[config.mk]
export PLATFORM = sky130hd
export DESIGN_NAME = sram_mem_controller
export DESIGN_NICKNAME = d
export VERILOG_FILES = /design/src/rtl/arm_mem_pkg.sv /design/src/rtl/sram_phase_counter.sv /design/src/rtl/sram_mem_controller.sv
export SDC_FILE = /design/constraint.sdc
export NUM_CORES = 1
export LEC_CHECK = 0
export CORE_ASPECT_RATIO = 1.4
export CORE_UTILIZATION = 35
export DETAILED_ROUTE_END_ITERATION = 12
export SYNTH_ARGS = -nofsm -noshare
export SYNTH_HDL_FRONTEND = slang
export SYNTH_SLANG_ARGS = --single-unit
[constraint.sdc]
create_clock -name clk -period 4.9 [get_ports clk]
set_clock_uncertainty 0.1 [all_clocks]
set_input_delay 1.225 -clock clk [delete_from_list [all_inputs] [get_ports clk]]
set_output_delay 1.225 -clock clk [all_outputs]
set_load 0.005 [all_outputs]
[src/rtl/arm_mem_pkg.sv]
// Shared types and constants for the MEM-stage data-memory path to the board SRAM.
package arm_mem_pkg;

  localparam int unsigned SRAM_AW        = 18;
  localparam int unsigned SRAM_DW        = 16;
  localparam int unsigned DATA_BASE_ADDR = 1024;

  typedef enum logic [1:0] {
    StIdle,
    StLow,
    StHigh,
    StDone
  } mem_state_e;

  // 32-bit word index inside the SRAM window; offsets wrap modulo the SRAM size.
  function automatic logic [SRAM_AW-2:0] word_index(input logic [31:0] addr,
                                                    input logic [31:0] base);
    logic [31:0] offset;
    offset = addr - base;
    return offset[SRAM_AW:2];
  endfunction

endpackage

[src/rtl/sram_phase_counter.sv]
// Modulo-WAIT_CYCLES counter that times one 16-bit SRAM access phase.
module sram_phase_counter #(
  parameter int unsigned WAIT_CYCLES = 2
) (
  input  logic clk,
  input  logic rst,
  input  logic clr_i,
  input  logic en_i,
  output logic last_o,
  output logic we_window_o
);

  localparam int unsigned CntW = $clog2(WAIT_CYCLES);

  logic [CntW-1:0] count_q, count_d;

  assign last_o = (count_q == CntW'(WAIT_CYCLES - 1));

  always_comb begin
    count_d = count_q;
    if (clr_i) begin
      count_d = '0;
    end else if (en_i) begin
      count_d = last_o ? '0 : count_q + 1'b1;
    end
  end

  // Evaluated on the upcoming count so the strobe can be registered without a cycle of lag.
  assign we_window_o = (32'(count_d) < WAIT_CYCLES - 1);

  always_ff @(posedge clk) begin
    if (rst) begin
      count_q <= '0;
    end else begin
      count_q <= count_d;
    end
  end

endmodule

[src/rtl/sram_mem_controller.sv]
// MEM-stage data memory responder: serves each 32-bit access as two 16-bit async SRAM phases.
module sram_mem_controller
  import arm_mem_pkg::*;
#(
  parameter int unsigned WAIT_CYCLES = 2,
  parameter int unsigned BASE_ADDR   = DATA_BASE_ADDR
) (
  input  logic                 clk,
  input  logic                 rst,
  input  logic                 wr_en,
  input  logic                 rd_en,
  input  logic [31:0]          address,
  input  logic [31:0]          write_data,
  output logic [31:0]          read_data,
  output logic                 ready,
  output logic [SRAM_AW-1:0]   sram_addr,
  output logic [SRAM_DW-1:0]   sram_dq_out,
  output logic                 sram_dq_oe,
  input  logic [SRAM_DW-1:0]   sram_dq_in,
  output logic                 sram_we_n
);

  mem_state_e         state_q, state_d;
  logic               is_write_q, is_write_d;
  logic [31:0]        wdata_q, wdata_d;
  logic [SRAM_AW-2:0] idx_q, idx_d;
  logic [31:0]        read_data_q, read_data_d;
  logic [SRAM_AW-1:0] sram_addr_q, sram_addr_d;
  logic [SRAM_DW-1:0] dq_out_q, dq_out_d;
  logic               dq_oe_q, dq_oe_d;
  logic               we_n_q, we_n_d;
  logic               last, we_window, in_phase;

  assign in_phase = (state_q == StLow) || (state_q == StHigh);

  sram_phase_counter #(
    .WAIT_CYCLES (WAIT_CYCLES)
  ) u_phase_counter (
    .clk         (clk),
    .rst         (rst),
    .clr_i       (!in_phase),
    .en_i        (in_phase),
    .last_o      (last),
    .we_window_o (we_window)
  );

  always_ff @(posedge clk) begin
    if (rst) begin
      state_q     <= StIdle;
      is_write_q  <= 1'b0;
      wdata_q     <= '0;
      idx_q       <= '0;
      read_data_q <= '0;
      sram_addr_q <= '0;
      dq_out_q    <= '0;
      dq_oe_q     <= 1'b0;
      we_n_q      <= 1'b1;
    end else begin
      state_q     <= state_d;
      is_write_q  <= is_write_d;
      wdata_q     <= wdata_d;
      idx_q       <= idx_d;
      read_data_q <= read_data_d;
      sram_addr_q <= sram_addr_d;
      dq_out_q    <= dq_out_d;
      dq_oe_q     <= dq_oe_d;
      we_n_q      <= we_n_d;
    end
  end

  always_comb begin
    state_d     = state_q;
    is_write_d  = is_write_q;
    wdata_d     = wdata_q;
    idx_d       = idx_q;
    read_data_d = read_data_q;
    unique case (state_q)
      StIdle: begin
        if (wr_en || rd_en) begin
          state_d    = StLow;
          is_write_d = wr_en;
          wdata_d    = write_data;
          idx_d      = word_index(address, 32'(BASE_ADDR));
        end
      end
      StLow: begin
        if (last) begin
          state_d = StHigh;
          if (!is_write_q) read_data_d[15:0] = sram_dq_in;
        end
      end
      StHigh: begin
        if (last) begin
          state_d = StDone;
          if (!is_write_q) read_data_d[31:16] = sram_dq_in;
        end
      end
      StDone:  state_d = StIdle;
      default: state_d = StIdle;
    endcase
  end

  // Pin values are derived from next state so the registered pins line up with the phase.
  always_comb begin
    sram_addr_d = '0;
    dq_out_d    = '0;
    dq_oe_d     = 1'b0;
    we_n_d      = 1'b1;
    unique case (state_d)
      StLow: begin
        sram_addr_d = {idx_d, 1'b0};
        if (is_write_d) begin
          dq_oe_d  = 1'b1;
          dq_out_d = wdata_d[15:0];
          we_n_d   = !we_window;
        end
      end
      StHigh: begin
        sram_addr_d = {idx_d, 1'b1};
        if (is_write_d) begin
          dq_oe_d  = 1'b1;
          dq_out_d = wdata_d[31:16];
          we_n_d   = !we_window;
        end
      end
      default: ;
    endcase
  end

  assign ready       = (state_q == StDone) || ((state_q == StIdle) && !(wr_en || rd_en));
  assign read_data   = read_data_q;
  assign sram_addr   = sram_addr_q;
  assign sram_dq_out = dq_out_q;
  assign sram_dq_oe  = dq_oe_q;
  assign sram_we_n   = we_n_q;

endmodule

==> results.md <==
* Clock root buffer: clkbuf_16
* Worst path cell trace: clkdlybuf4s50_1 > nor2_1 > a21o_1 > clkdlybuf4s50_1
* Most frequent CP cell: clkdlybuf4s50_1
* CTS Sinks at 121
* Vias at 4040
* Vias in the first global route at 3837
* CP top delay family: buffers and inverters
* Pwr Density at 571 nW/µm²
* Crit Path Max Fanout at 4
* Crit path time final at 3950 ps
* Required time of the critical path at 3580 ps
* Num rows at 49
* Reg2Reg Launch Point: state_q[1]
* Min-delay src: wdata_q[25]
* I/O pins at 153
* CP max-delay cell: clkdlybuf4s50_1
* Global-route wire length before repair at 18.1 mm
* DRT antenna net count at 0
* Final Hold Fails at 0
* DRT iter0 DRCs at 82
* Final RePlAce weighted congestion at 0.838
* Max Root-Sink Buffers at 2
* Net count after synthesis at 628
* CTS Buf Count at 17
* Synthesized area at 4570 µm²
* Metal-1 WL at 5.02 mm
* H-tree Lvls at 4
* Peak supply drop at 0.000230 V
* Worst-Skew Late Latency at 400 ps
* Die area at 13500 µm²
* Max-Cap Viols at 0
* Per-cell routed wire length at 13.8 µm
* # hold bufs at CTS at 0
* P&R area growth vs syn at 44.9%
* Met2 wire length at 5.60 mm
* Final Setup Violations at 0
* Yosys warning total at 0
* GRT Total Usage at 17.0%
* # nets final at 752
* Critical Path Source: rd_en
* Largest stage delay on the critical path at 520 ps
* Synth cell types at 39
* Post-CTS setup buffer count at 0
* Initial antenna violation count at 0
* Worst slew pin tran at 917 ps
* Clock transition at path regs at 60 ps
* Mean area per synthesized cell at 8.55 µm²
* Worst hold path type: reg2reg
* Status: complete, no violations
* Post-synthesis sequential area ratio at 53.0%
* Met3 WL post-DR at 641 µm
* Post-DP HPWL at 7.60 mm
* CTS tree: built
* Routed vias/inst at 4.90
* Initial Util at 35.7%
* Max Fclk at 253 MHz
* Final WL at 11.4 mm
* Sum Neg Setup Slack at 0 ps
* Diodes inserted at 0
* Height of the die at 137 µm
* Synth Instances at 535
* CP bufs+invs at 2
* Final Max Tran Viols at 0
* Leak at 2.45 nW
* #FFs+latches synth at 121
* Total grt overflow at 0
* CP Launch Type: primary input
* Max layer used: met4
* Share of cells above drive strength 1 at 6.85%
* Largest net degree at the start of global routing at 53
* Slew HR at 38.8%
* Crit end category: primary output
* Setup CP Type: in2out
* CTS resizes at 0
* Core footprint at 12800 µm²
* Overall Power at 3.78 mW
* Port Buffers at 137
* Drt pass-1 iters at 4
* Residual DRC at 0
* DIE WIDTH at 98.6 µm
* Fin crit share at 80.6%
* Critical Path AT at 2620 ps
* RSZ-0062 raised after global routing: false
-- worst reg2reg max path: cells and delay by family, from the launching register on --
kind	cells	cell delay, ps
AOI/OAI and AO/OA	3	780
adders and majority gates	2	550
buffers and inverters	1	110
DFF	1	410
and+or+nand+nor	3	700
-- per-stage QoR --
step                setup WS, ps  hold slack [ps]  area, µm²  utilization [%]  cells
finish                       951              354       6630             51.7    825
global route                 815              375       6630             51.7    825
CTS                          933              359       6630             51.7    825
detailed placement           944              350       6000             46.8    793
global placement             967              342       6000             46.8    793
floorplan                   1870              337       4570                -    535
-- report_power, final --
group / leakage, nW / switching, mW / internal, mW
clock network: 0.299 / 0.460 / 0.868
logic: 1.17 / 0.664 / 0.526
registers: 0.987 / 0.0765 / 1.19
-- placed cells by master (no fill, tap or decap), types with 10 or more instances in the layout --
master and instances:
a21bo_1 16, dfxtp_1 121, clkbuf_16 17, nor3_1 10, a31oi_1 16, nor2_1 40, nand2_1 133, clkdlybuf4s50_1 136
a21oi_1 71, nand3_1 34
-- worst paths after layout --
| kind | endpoint | slack, ps | cells after the start |
|---|---|---|---|
| setup / recovery | ready | 950 | 4 |
| hold / removal | wdata_q[25] | 350 | 2 |
| setup reg to reg | sram_dq_out[4] | 2170 | 9 |
| hold reg to reg | wdata_q[25] | 350 | 2 |
-- sequential cells by signal (all words and copies together) (netlist names) --
signal                  count
sram_we_n                   1
read_data                  32
u_phase_counter.last_o      1
state_q                     2
wdata_q                    32
is_write_q                  1
sram_addr                  18
sram_dq_oe                  1
sram_dq_out                16
idx_q                      17
-- Yosys cell counts --
cell | count | area share, %
xor2_1 | 2 | 0.38
nor3_1 | 10 | 1.1
nor2_2 | 2 | 0.27
nand3_1 | 34 | 3.7
nor3b_1 | 1 | 0.16
dfxtp_1 | 121 | 53
inv_2 | 1 | 0.082
clkbuf_1 | 17 | 1.4
nand4_1 | 1 | 0.14
buf_6 | 3 | 0.74
o21ai_2 | 1 | 0.19
buf_8 | 1 | 0.33
and2_1 | 2 | 0.27
a31o_1 | 1 | 0.19
o21a_1 | 1 | 0.16
or3_1 | 1 | 0.14
nand2_1 | 133 | 11
a21oi_1 | 71 | 7.8
clkbuf_4 | 1 | 0.16
buf_4 | 2 | 0.33
nor4_4 | 1 | 0.46
a21o_1 | 3 | 0.49
mux2i_1 | 9 | 2.0
ha_1 | 9 | 2.5
o21ai_1 | 1 | 0.11
inv_1 | 7 | 0.57
nor2b_1 | 2 | 0.27
buf_2 | 12 | 1.3
a31oi_1 | 16 | 2.2
xnor2_1 | 2 | 0.38
nand2b_1 | 2 | 0.27
nor2_1 | 40 | 3.3
a22o_1 | 1 | 0.19
a211oi_1 | 2 | 0.33
nor3_2 | 1 | 0.22
buf_1 | 1 | 0.082
a21bo_1 | 16 | 3.5
o21ai_0 | 3 | 0.33
a22oi_1 | 1 | 0.16
-- cells by family (layout without fill, tap and decap cells) --
logic type / after synthesis / in the layout / share of synthesized area [%]
buffers and inverters: 45 / 182 / 5.01
adders and majority gates: 9 / 9 / 2.46
DFF: 121 / 121 / 53.0
muxes: 9 / 9 / 1.97
and+or+nand+nor: 230 / 230 / 21.2
xor gates and xnor gates: 4 / 4 / 0.766
AOI/OAI and AO/OA: 117 / 117 / 15.6
-- cell type report --
class                      count  area (µm²)
fill                        1181        6180
sequential                   121        2420
multi-input combinational    369        1940
tap                          153         191
clock inverter                14         195
timing repair buffer         142        1420
inverter                       8        30.0
clock buffer                  18         439
-- per-layer routing --
layer	GRT usage, %	vias up
li1	-	2034
met1	19.3	1895
met2	30.0	101
met3	5.23	10
met4	6.72	0
met5	0	-
Power figures use the tool's default switching activity.
